### src/rtl/button_array.sv
// Multi-channel debounced button array with auto-repeat and per-channel wrapping indices.
// ivsync rising edges form the frame time base; presses commit on release or via auto-repeat.
module button_array #(
  parameter int unsigned NUM_BTN      = 3,
  parameter int unsigned IDX_W        = 8,
  parameter int unsigned WRAP_MAX     = 255,
  parameter int unsigned DEB_FRAMES   = 7,
  parameter int unsigned REPEAT_DELAY = 30,
  parameter int unsigned REPEAT_RATE  = 6
) (
  input  logic                     iclk,
  input  logic                     irst,
  input  logic                     ivsync,
  input  logic [NUM_BTN-1:0]       ibtn,
  input  logic [NUM_BTN-1:0]       idir,
  input  logic                     iclr,
  output logic [NUM_BTN*IDX_W-1:0] oindex,
  output logic [NUM_BTN-1:0]       ostep,
  output logic [NUM_BTN-1:0]       ohold
);

  localparam int unsigned CntMax0 = (DEB_FRAMES > REPEAT_DELAY) ? DEB_FRAMES : REPEAT_DELAY;
  localparam int unsigned CntMax  = (CntMax0 > REPEAT_RATE) ? CntMax0 : REPEAT_RATE;
  // Counter only ever holds 0..CntMax-1.
  localparam int unsigned CntW    = (CntMax > 1) ? $clog2(CntMax) : 1;

  localparam logic [CntW-1:0]  DebLast  = CntW'(DEB_FRAMES - 1);
  localparam logic [CntW-1:0]  DlyLast  = CntW'(REPEAT_DELAY - 1);
  localparam logic [CntW-1:0]  RateLast = CntW'(REPEAT_RATE - 1);
  localparam logic [IDX_W-1:0] IdxLast  = IDX_W'(WRAP_MAX - 1);

  typedef enum logic [1:0] {StIdle, StDebounce, StPressed, StRepeat} state_e;

  logic [1:0]         vs_q;
  logic               tick;
  logic [NUM_BTN-1:0] btn_meta_q, btn_s_q;
  logic [NUM_BTN-1:0] step, step_q;
  state_e             state_q [NUM_BTN];
  state_e             state_d [NUM_BTN];
  logic [CntW-1:0]    cnt_q   [NUM_BTN];
  logic [CntW-1:0]    cnt_d   [NUM_BTN];
  logic [IDX_W-1:0]   idx_q   [NUM_BTN];
  logic [IDX_W-1:0]   idx_d   [NUM_BTN];

  assign tick = vs_q[0] & ~vs_q[1];

  always_comb begin
    step = '0;
    for (int k = 0; k < NUM_BTN; k++) begin
      state_d[k] = state_q[k];
      cnt_d[k]   = cnt_q[k];
      case (state_q[k])
        StIdle: begin
          if (!btn_s_q[k]) begin
            state_d[k] = StDebounce;
            cnt_d[k]   = '0;
          end
        end
        StDebounce: begin
          // Release aborts even if a tick lands in the same cycle.
          if (btn_s_q[k]) begin
            state_d[k] = StIdle;
          end else if (tick) begin
            if (cnt_q[k] == DebLast) begin
              state_d[k] = StPressed;
              cnt_d[k]   = '0;
            end else begin
              cnt_d[k] = cnt_q[k] + 1'b1;
            end
          end
        end
        StPressed: begin
          if (btn_s_q[k]) begin
            step[k]    = 1'b1;
            state_d[k] = StIdle;
          end else if (tick) begin
            if (cnt_q[k] == DlyLast) begin
              step[k]    = 1'b1;
              state_d[k] = StRepeat;
              cnt_d[k]   = '0;
            end else begin
              cnt_d[k] = cnt_q[k] + 1'b1;
            end
          end
        end
        StRepeat: begin
          if (btn_s_q[k]) begin
            state_d[k] = StIdle;
          end else if (tick) begin
            if (cnt_q[k] == RateLast) begin
              step[k]  = 1'b1;
              cnt_d[k] = '0;
            end else begin
              cnt_d[k] = cnt_q[k] + 1'b1;
            end
          end
        end
        default: begin
          state_d[k] = StIdle;
          cnt_d[k]   = '0;
        end
      endcase
    end
  end

  always_comb begin
    for (int k = 0; k < NUM_BTN; k++) begin
      idx_d[k] = idx_q[k];
      if (iclr) begin
        idx_d[k] = '0;
      end else if (step[k]) begin
        if (idir[k]) begin
          idx_d[k] = (idx_q[k] == '0) ? IdxLast : idx_q[k] - 1'b1;
        end else begin
          idx_d[k] = (idx_q[k] == IdxLast) ? '0 : idx_q[k] + 1'b1;
        end
      end
    end
  end

  always_ff @(posedge iclk or posedge irst) begin
    if (irst) begin
      vs_q       <= '0;
      btn_meta_q <= '0;
      btn_s_q    <= '0;
      step_q     <= '0;
      for (int k = 0; k < NUM_BTN; k++) begin
        state_q[k] <= StIdle;
        cnt_q[k]   <= '0;
        idx_q[k]   <= '0;
      end
    end else begin
      vs_q       <= {vs_q[0], ivsync};
      btn_meta_q <= ibtn;
      btn_s_q    <= btn_meta_q;
      step_q     <= step & {NUM_BTN{~iclr}};
      for (int k = 0; k < NUM_BTN; k++) begin
        state_q[k] <= state_d[k];
        cnt_q[k]   <= cnt_d[k];
        idx_q[k]   <= idx_d[k];
      end
    end
  end

  always_comb begin
    oindex = '0;
    ohold  = '0;
    for (int k = 0; k < NUM_BTN; k++) begin
      oindex[k*IDX_W +: IDX_W] = idx_q[k];
      ohold[k] = (state_q[k] == StPressed) || (state_q[k] == StRepeat);
    end
  end

  assign ostep = step_q;

endmodule
### config.mk
export PLATFORM = sky130hd
export DESIGN_NAME = button_array
export DESIGN_NICKNAME = d
export VERILOG_FILES = /design/src/rtl/button_array.sv
export SDC_FILE = /design/constraint.sdc
export NUM_CORES = 1
export LEC_CHECK = 0
export CAP_MARGIN = 25
export CORE_UTILIZATION = 62
export CTS_BUF_LIST = sky130_fd_sc_hd__clkbuf_4 sky130_fd_sc_hd__clkbuf_8 sky130_fd_sc_hd__clkbuf_16
export DETAILED_ROUTE_END_ITERATION = 8
export GPL_TIMING_DRIVEN = 0
export PLACE_DENSITY = 0.93
export SLEW_MARGIN = 20
export SYNTH_ARGS = -nofsm -noshare
export SYNTH_HDL_FRONTEND = slang
export SYNTH_SLANG_ARGS = --single-unit
### constraint.sdc
create_clock -name iclk -period 4.44 [get_ports iclk]
set_clock_uncertainty 0.15 [all_clocks]
set_input_delay 0.666 -clock iclk [delete_from_list [all_inputs] [get_ports iclk]]
set_output_delay 0.666 -clock iclk [all_outputs]
set_load 0.02 [all_outputs]
## After elaboration in Yosys (flattened, before gate mapping)

Cells that the tools add are included.

| storage, ports and cells | value |
|---|---|
| flip-flop bits (word level) | 56 |
| bits of input ports | 10 |
| output and inout port bits | 30 |
| logic and storage cells | 197 |

| cells by class | value |
|---|---|
| add/subtract/negate cells | 9 |
| equality and inequality tests | 57 |
| muxes and demuxes | 96 |
| bitwise gates (word level) | 4 |
| reduce and logical (&&, ||, !) cells | 18 |

Operators with widths:

| kind | number |
|---|---|
| $mux 5 | 30 |
| $mux 8 | 15 |
| $pmux 5 s4 | 3 |
| $mux 2 | 24 |
| $ne 2x2->1 const B | 24 |
| $ne 3x3->1 const B | 12 |
| $eq 5x3->1 const B | 6 |
| $add 8x1->8 const B | 3 |
| $eq 8x8->1 const B | 3 |
| $logic_not 8->1 | 3 |
| $pmux 2 s4 | 3 |
| $sub 8x1->8 const B | 3 |
| $reduce_and 7->1 | 3 |
| $mux 1 | 18 |
| $reduce_and 6->1 | 3 |
| $add 5x1->5 const B | 3 |
| $eq 5x5->1 const B | 3 |
| $eq 2x2->1 const B | 6 |
| $eq 2x1->1 const B | 3 |
| $logic_not 2->1 | 3 |
| $pmux 1 s2 | 3 |
| $reduce_bool 2->1 | 3 |
| $and 3x3->3 | 1 |
| $logic_or 1x1->1 | 3 |
| other kinds (2) | 3 |

## Depth between registers and ports, before layout

Gate-level depths: netlist of the first run.

| depth | value |
|---|---|
| depth after elaboration | 7 |
| gate-level depth with buffers | 8 |
| depth with buffers taken out | 7 |

## Least setup slack after synthesis of the first run

Ideal clock, no wire load.

| timing | value |
|---|---|
| kind | reg2reg |
| from | reg idx_q, in the netlist oindex[0] |
| to | reg idx_q, in the netlist oindex[3] |
| setup time | 65 ps |
| arrival time | 1906 ps |
| required time | 4225 ps |
| path slack | 2319 ps |
| cell stages (with the launch flop) | 9 |
| path buffers | 1 |
| period minus slack after synthesis | 2121 ps |
| cell sequence | dfrtp_1 -> clkbuf_1 -> inv_1 -> ha_1 -> or3b_1 -> nor4_1 -> o21ai_0 -> a211oi_1 -> o22a_1 |

| on the way | value |
|---|---|
| word-level cells in the longest chain between the ends | 5 |
| elaborated cells between the ends (all ways) | 9 |
| classes of those cells | add/sub (2); eq/ne (1); mux (5); reduce/logical (1) |

RTL lines:

| what | line | source |
|---|---|---|
| start, declared | 42 | `logic [IDX_W-1:0] idx_q [NUM_BTN];` |
| start signal, assigned by index | 140 | `idx_q[k] <= idx_d[k];` |
| $add 8x1->8, or another cell as far along | 115 | `idx_d[k] = (idx_q[k] == IdxLast) ? '0 : idx_q[k] + 1'b1;` |
| $mux 8 (on tied branches) | 115, 113 |  |
| $mux 8 (*) | 112 | `if (idir[k]) begin` |
| $mux 8 (*) | 111 | `end else if (step[k]) begin` |
| $mux 8 (*) | 109 | `if (iclr) begin` |

Mark *: on every way between the ends. The rest lies on a longest branch, timed or not. The select of a mux whose other input is x is not followed.
A chain may end at the register's enable or synchronous reset.

## Worst setup path in the final report of the first run

| timing | value |
|---|---|
| from | reg state_q[3] (netlist name) |
| to | out ohold[1] |

| on the way | value |
|---|---|
| word-level cells in the longest chain between the ends | 2 |
| elaborated cells between the ends (all ways) | 3 |
| classes of those cells | eq/ne (2); reduce/logical (1) |

RTL lines:

| what | line | source |
|---|---|---|
| start, declared | 38 | `state_e state_q [NUM_BTN];` |
| start signal, assigned by index | 128 | `state_q[k] <= StIdle;` |
| start signal, assigned by index | 138 | `state_q[k] <= state_d[k];` |
| $eq 2x2->1 | 150 | `ohold[k] = (state_q[k] == StPressed) \|\| (state_q[k] == StRepeat);` |
| $logic_or 1x1->1 (*) | 150 |  |
| end, declared | 19 | `output logic [NUM_BTN-1:0] ohold` |

Mark *: on every way between the ends. The rest lies on a longest branch, timed or not.

==> impl_metrics.json, run 1 <==
{
  "design_area_um2": 4560,
  "tritoncts": "done",
  "start_util_pct": 65.8,
  "synth_cell_types": 71,
  "start_kind": "register",
  "via_count": 3932,
  "synth_top_area_cell": "dfrtp_1",
  "timing.setup.tns_ns": 0,
  "synthCells": 475,
  "min_period_over_period_pct": 55.5,
  "postCtsHoldBufs": 0,
  "wire_per_inst_um": 16.6,
  "r2r-start": "oindex[0]$_DFFE_PP0P_",
  "top_usage_layer": "met2",
  "maxCapViolCount": 0,
  "layout.area.seq_um2": 1400,
  "dpl.hpwl_mm": 7.09,
  "fin_nets": 551,
  "cp_slowest_cell": "clkdlybuf4s50_1",
  "slew_headroom_pct": 54.4,
  "cp.depth": 3,
  "synthFlopType": "dfrtp_1",
  "critPathMaxFanout": 9,
  "power_density_nw_per_um2": 223,
  "fmax_mhz": 406,
  "drive_above_1_share_pct": 5.57,
  "grt_use_met1_pct": 40.9,
  "worstHoldPathType": "register to register",
  "dpl_cell_area_um2": 4470,
  "hold_viol": 0,
  "outcome": "complete, no violations",
  "slew_violations": 0,
  "dieArea_um2": 6760,
  "end_kind": "output port",
  "clkSlewWorstSetupHoldPaths_ns": 0.11,
  "synth_most_common_cell": "dfrtp_1",
  "synth_edf_count": 0,
  "cp_slowest_stage_delay_ns": 0.59,
  "rows": 28,
  "holdPathEnd": "btn_s_q[0]$_DFF_PP0_",
  "first_global_vias": 3373,
  "drtIter0Drc": 414,
  "seq_area_frac_synth_pct": 35.1,
  "synth.top_cells.by_count": "56 x dfrtp_1, 46 x a21oi_1, 39 x nand2_1",
  "async_flop_share_pct": 100,
  "synth-warning-count": 0,
  "arrival_ns": 1.65,
  "synth_area_leaders": "dfrtp_1 35%, ha_1 6.6%, a21oi_1 5.8%",
  "netlist.area_leader.share_pct": 35.1,
  "cp_common_cell": "clkbuf_1",
  "grt_max_degree": 57,
  "min_path_cells": 0,
  "cts_setup_buffers": 0,
  "stdcell_count": 596,
  "antenna_found_initial": 0,
  "numCtsBuffers": 5,
  "multi_input_area_um2": 2360,
  "fp.dieW_um": 82.2,
  "gr-usage-met3_pct": 4.40,
  "cts_root_buffer": "clkbuf_8",
  "cts_resized": 0,
  "dp.cells": 588,
  "synthAdderAreaFrac_pct": 6.59,
  "regToRegSetupSlack_ns": 2.06,
  "period_needed_ns": 2.46,
  "grt_setup_unrepaired": "no",
  "drt_pre_antenna_iters": 5,
  "cp.required_ns": 3.62,
  "synth_simple_gate_area_share_pct": 23.4,
  "coreArea_um2": 6060,
  "track_usage_pct": 29.9,
  "n_fill_cell": 462,
  "timing.rr.end": "oindex[3]$_DFFE_PP0P_",
  "synthXorXnorAreaFrac_pct": 0.220,
  "ios": 40,
  "htree_num_levels": 2,
  "hp-start": "btn_meta_q[0]$_DFF_PP0_",
  "globalplace.congestion": 0.969,
  "synth_top_family_by_area": "compound AO/OA/AOI/OAI gates",
  "hold_ws_ns": 0.216,
  "synth-compound-area-share_pct": 27.7,
  "critical_path_buf_inv_count": 3,
  "path_delay_family": "buffers and inverters",
  "setup-violations-final": 0,
  "diodes": 0,
  "vdd_drop_max_uv": 246,
  "p_leak_nw": 1.87,
  "synthesis.nets": 506,
  "cts_sinks": 56,
  "critical_path_class": "register to output port",
  "wl_mm": 9.89,
  "cts.path.max_buffers": 2,
  "crit_chain": "clkbuf_1, clkbuf_1, clkdlybuf4s50_1",
  "die_h_um": 82.2,
  "r2r_cells": 8,
  "antenna_left": 0,
  "syn_to_final_growth_pct": 14.4,
  "grt_pass1_wl_mm": 15.7,
  "vias_per_cell": 6.60,
  "met2_usage_pct": 49.9,
  "port_buffers": 38,
  "drc_errors": 0,
  "clk_latency_ns": 0.32,
  "worst-slew-pin-transition_ns": 0.684,
  "p_total_w": 0.00102,
  "muxShareOfSynthArea_pct": 1.29,
  "overflow": 0,
  "netlist_area_um2": 3990,
  "post_synth.cell_area_avg_um2": 8.40,
  "synth.ff_latch_count": 56
}
## sequential cells by signal, indices dropped and copies added (netlist names)
signal / flops
ostep: 3
oindex: 24
vs_q: 2
btn_s_q: 3
state_q: 6
btn_meta_q: 3
cnt_q: 15
## cell families after synthesis
logic type,count (synthesis)
DFF,56
AOI/OAI and AO/OA,164
muxes,5
xor gates and xnor gates,1
adders and majority gates,21
and+or+nand+nor,172
buffers and inverters,56
## worst max-delay path by stage
stage,start,to,slack [ns]
2_1_floorplan,irst,btn_meta_q[0]$_DFF_PP0_,2.25
3_3_place_gp,irst,oindex[18]$_DFFE_PP0P_,1.27
3_5_place_dp,idir[1],oindex[15]$_DFFE_PP0P_,1.72
4_1_cts,state_q[3]$_DFFE_PP0P_,ohold[1],1.97
5_1_grt,cnt_q[6]$_DFFE_PP0P_,oindex[15]$_DFFE_PP0P_,1.89
6_report,state_q[3]$_DFFE_PP0P_,ohold[1],1.98
## routing by layer
layer,part of all wire (%),up-vias
li1,-,1877
met1,44,1867
met2,48,172
met3,6.4,16
met4,1.3,0
met5,0,-
## where the power goes
part           switching, W  internal [W]
registers         0.0000403      0.000539
logic             0.0000755     0.0000566
clock network      0.000188      0.000120
total              0.000304      0.000715
## cells in the final DEF (no fill, tap or decap), types with 5 or more instances in the layout
| cell | n |
|---|---|
| a31oi_1 | 5 |
| nand4_1 | 13 |
| o21ai_0 | 19 |
| nor2_1 | 31 |
| nor3b_1 | 5 |
| a21o_1 | 6 |
| or3_1 | 5 |
| buf_2 | 7 |
| clkbuf_1 | 21 |
| a311oi_1 | 5 |
| nand2b_1 | 7 |
| o21a_1 | 5 |
| o31ai_1 | 7 |
| nand3_1 | 15 |
| o21ai_1 | 11 |
| a21oi_1 | 46 |
| nor3_1 | 12 |
| nor4_1 | 5 |
| nand2_1 | 39 |
| and4_1 | 6 |
| clkdlybuf4s50_1 | 38 |
| and3_1 | 5 |
| a211oi_1 | 9 |
| nor2b_1 | 10 |
| dfrtp_1 | 56 |
| clkbuf_8 | 5 |
| ha_1 | 21 |
| inv_1 | 22 |
| o22ai_1 | 5 |
| o21bai_1 | 7 |
## final cells by class
cell class	instances	area share, %
clock buffers	5	1.51
well taps	75	2.06
flip-flops and latches	56	30.7
plain buffers	31	2.91
multi-input cells	363	51.8
repair buffers	38	8.33
inverters	25	2.11
clock inverters	3	0.630
## through the flow
| step | setup slack [ns] | util [%] |
|---|---|---|
| 3_3_place_gp | 1.27 | 73.7 |
| 5_1_grt | 1.89 | 75.3 |
| 6_report | 1.98 | 75.3 |
| 3_5_place_dp | 1.72 | 73.7 |
| 4_1_cts | 1.97 | 75.3 |
| 2_1_floorplan | 2.25 | - |
Note: power is estimated with default switching activity, not from simulation.
==> run 2, diff against run 1 <==
- CORE_UTILIZATION: 62 -> 58
- PLACE_DENSITY: 0.93 -> 0.88
- clock period: 4.44 -> 2.3 ns (I/O delays scaled with it)
==> impl_metrics.json, run 2 (synthesis gave the netlist of run 1 again) <==
{
  "timing.setup.tns_ns": 0,
  "period_needed_ns": 2.23,
  "setup-violations-final": 0,
  "first_global_vias": 3502,
  "dpl.hpwl_mm": 7.02,
  "clk_latency_ns": 0.32,
  "tritoncts": "done",
  "rows": 29,
  "largest_reg_flops": 24,
  "antenna_found_initial": 0,
  "power_density_nw_per_um2": 423,
  "fmax_mhz": 449,
  "htree_num_levels": 2,
  "hold_viol": 0,
  "cts_sinks": 56,
  "drc_errors": 2,
  "failed_checks": "DRC",
  "antenna_left": 0,
  "via_count": 3982,
  "outcome": "finished with violations",
  "min_period_over_period_pct": 96.8,
  "design_area_um2": 4670,
  "globalplace.congestion": 0.973,
  "end_kind": "register",
  "wl_mm": 10.2,
  "overflow": 0,
  "maxCapViolCount": 0,
  "final_common_cell": "dfrtp_1",
  "r2r-start": "oindex[0]$_DFFE_PP0P_",
  "final_cell_mix": "52 x dfrtp_1, 46 x a21oi_1, 39 x nand2_1, 38 x clkdlybuf4s50_1, 31 x nor2_1",
  "hp-start": "btn_meta_q[2]$_DFF_PP0_",
  "clkSlewWorstSetupHoldPaths_ns": 0.11,
  "track_usage_pct": 28.3,
  "dpl_cell_area_um2": 4470,
  "fin_nets": 555,
  "start_kind": "register",
  "drt_pre_antenna_iters": 7,
  "coreArea_um2": 6490,
  "cp_slowest_stage_delay_ns": 0.42,
  "vdd_drop_max_uv": 317,
  "worst-slew-pin-transition_ns": 0.708,
  "ios": 40,
  "dieArea_um2": 7210,
  "worstHoldPathType": "register to register",
  "wire_per_inst_um": 16.9,
  "cp_slowest_cell": "dfrtp_1",
  "critPathMaxFanout": 8,
  "cp.required_ns": 2.41,
  "cts.path.max_buffers": 2,
  "critical_path_class": "register to register",
  "cp-startpoint": "oindex[0]$_DFFE_PP0P_",
  "p_leak_nw": 1.93,
  "postCtsHoldBufs": 0,
  "port_buffers": 38,
  "drive_above_1_share_pct": 9.71,
  "vias_per_cell": 6.61,
  "diodes": 0,
  "slew_headroom_pct": 52.8,
  "start_util_pct": 61.4,
  "numCtsBuffers": 5,
  "cts_root_buffer": "clkbuf_8",
  "arrival_ns": 2.34,
  "syn_to_final_growth_pct": 17.1,
  "die_h_um": 84.9,
  "crit_chain": "buf_6, inv_4, ha_2, or3b_4, nor4_2, o21ai_1, a211oi_2, o22a_1",
  "slew_violations": 0,
  "fp.dieW_um": 84.9,
  "grt_pass1_wl_mm": 16.6,
  "grt_max_degree": 57,
  "drtIter0Drc": 475
}
-- run 2: cell types whose count changed in the layout (fill, tap and decap cells not counted), sizes merged --
| cell | delta |
|---|---|
| buf | +4 |
| clkbuf | +1 |
| inv | -1 |
-- run 2: final cells by class --
| cell class | instances | area, um^2 |
|---|---|---|
| Tap cell | 77 | 96.3 |
| Clock inverter | 2 | 17.5 |
| Sequential cell | 56 | 1410 |
| Buffer | 31 | 145 |
| Clock buffer | 6 | 76.3 |
| Fill cell | 502 | 1820 |
| Multi-Input combinational cell | 363 | 2420 |
| Timing Repair Buffer | 42 | 410 |
| Inverter | 25 | 98.8 |
-- run 2: critical path: cells and delay by family (launching register included) --
kind,cells,cell delay [ns]
buffers and inverters,2,0.23
adder cells (fa/ha/maj),1,0.19
AO/OA/AOI/OAI,3,0.53
flip-flops,1,0.42
AND/OR/NAND/NOR,2,0.64
-- run 2: per-layer routing --
layer	part of all wire [%]	vias up	GRT usage, %
met3	7.5	21	4.47
met4	1.6	0	8.01
met1	44	1887	40.5
met5	0	-	0
met2	46	190	44.8
li1	-	1884	-
-- run 2: what timing repair did --
action | CTS | global route
gates resized for setup | 1 | 28
setup buffers | 0 | 4
pin swaps | 0 | 7
setup endpoints to repair | 1 | 16
-- run 2: metrics by stage --
step	power, W	setup slack [ns]	util, %	cells	hold WS (ns)
final	0.00198	0.0740	72.0	602	0.209
after floorplan	0.00131	0.179	-	475	0.181
after global placement	0.00137	-0.613	68.8	590	0.182
after global routing	0.00206	-0.0268	72.0	602	0.220
after detailed placement	0.00139	-0.0966	68.8	590	0.185
after CTS	0.00198	0.00837	70.3	598	0.211
-- run 2: worst paths after layout --
| kind | cells after the start | slack [ns] | endpoint |
|---|---|---|---|
| min in group asynchronous | 2 | 0.36 | oindex[4]$_DFFE_PP0P_ |
| max in group asynchronous | 2 | 1.14 | oindex[8]$_DFFE_PP0P_ |
| min reg2reg | 0 | 0.21 | btn_s_q[2]$_DFF_PP0_ |
| max | 8 | 0.07 | oindex[3]$_DFFE_PP0P_ |
| max reg2reg | 8 | 0.07 | oindex[3]$_DFFE_PP0P_ |
| min | 0 | 0.21 | btn_s_q[2]$_DFF_PP0_ |
-- run 2: power breakdown --
part	leakage [nW]	switching [W]	internal, W
Combinational	1.14	0.000153	0.000111
Sequential	0.740	0.0000787	0.00104
Clock	0.0496	0.000358	0.000236
Total	1.93	0.000589	0.00139
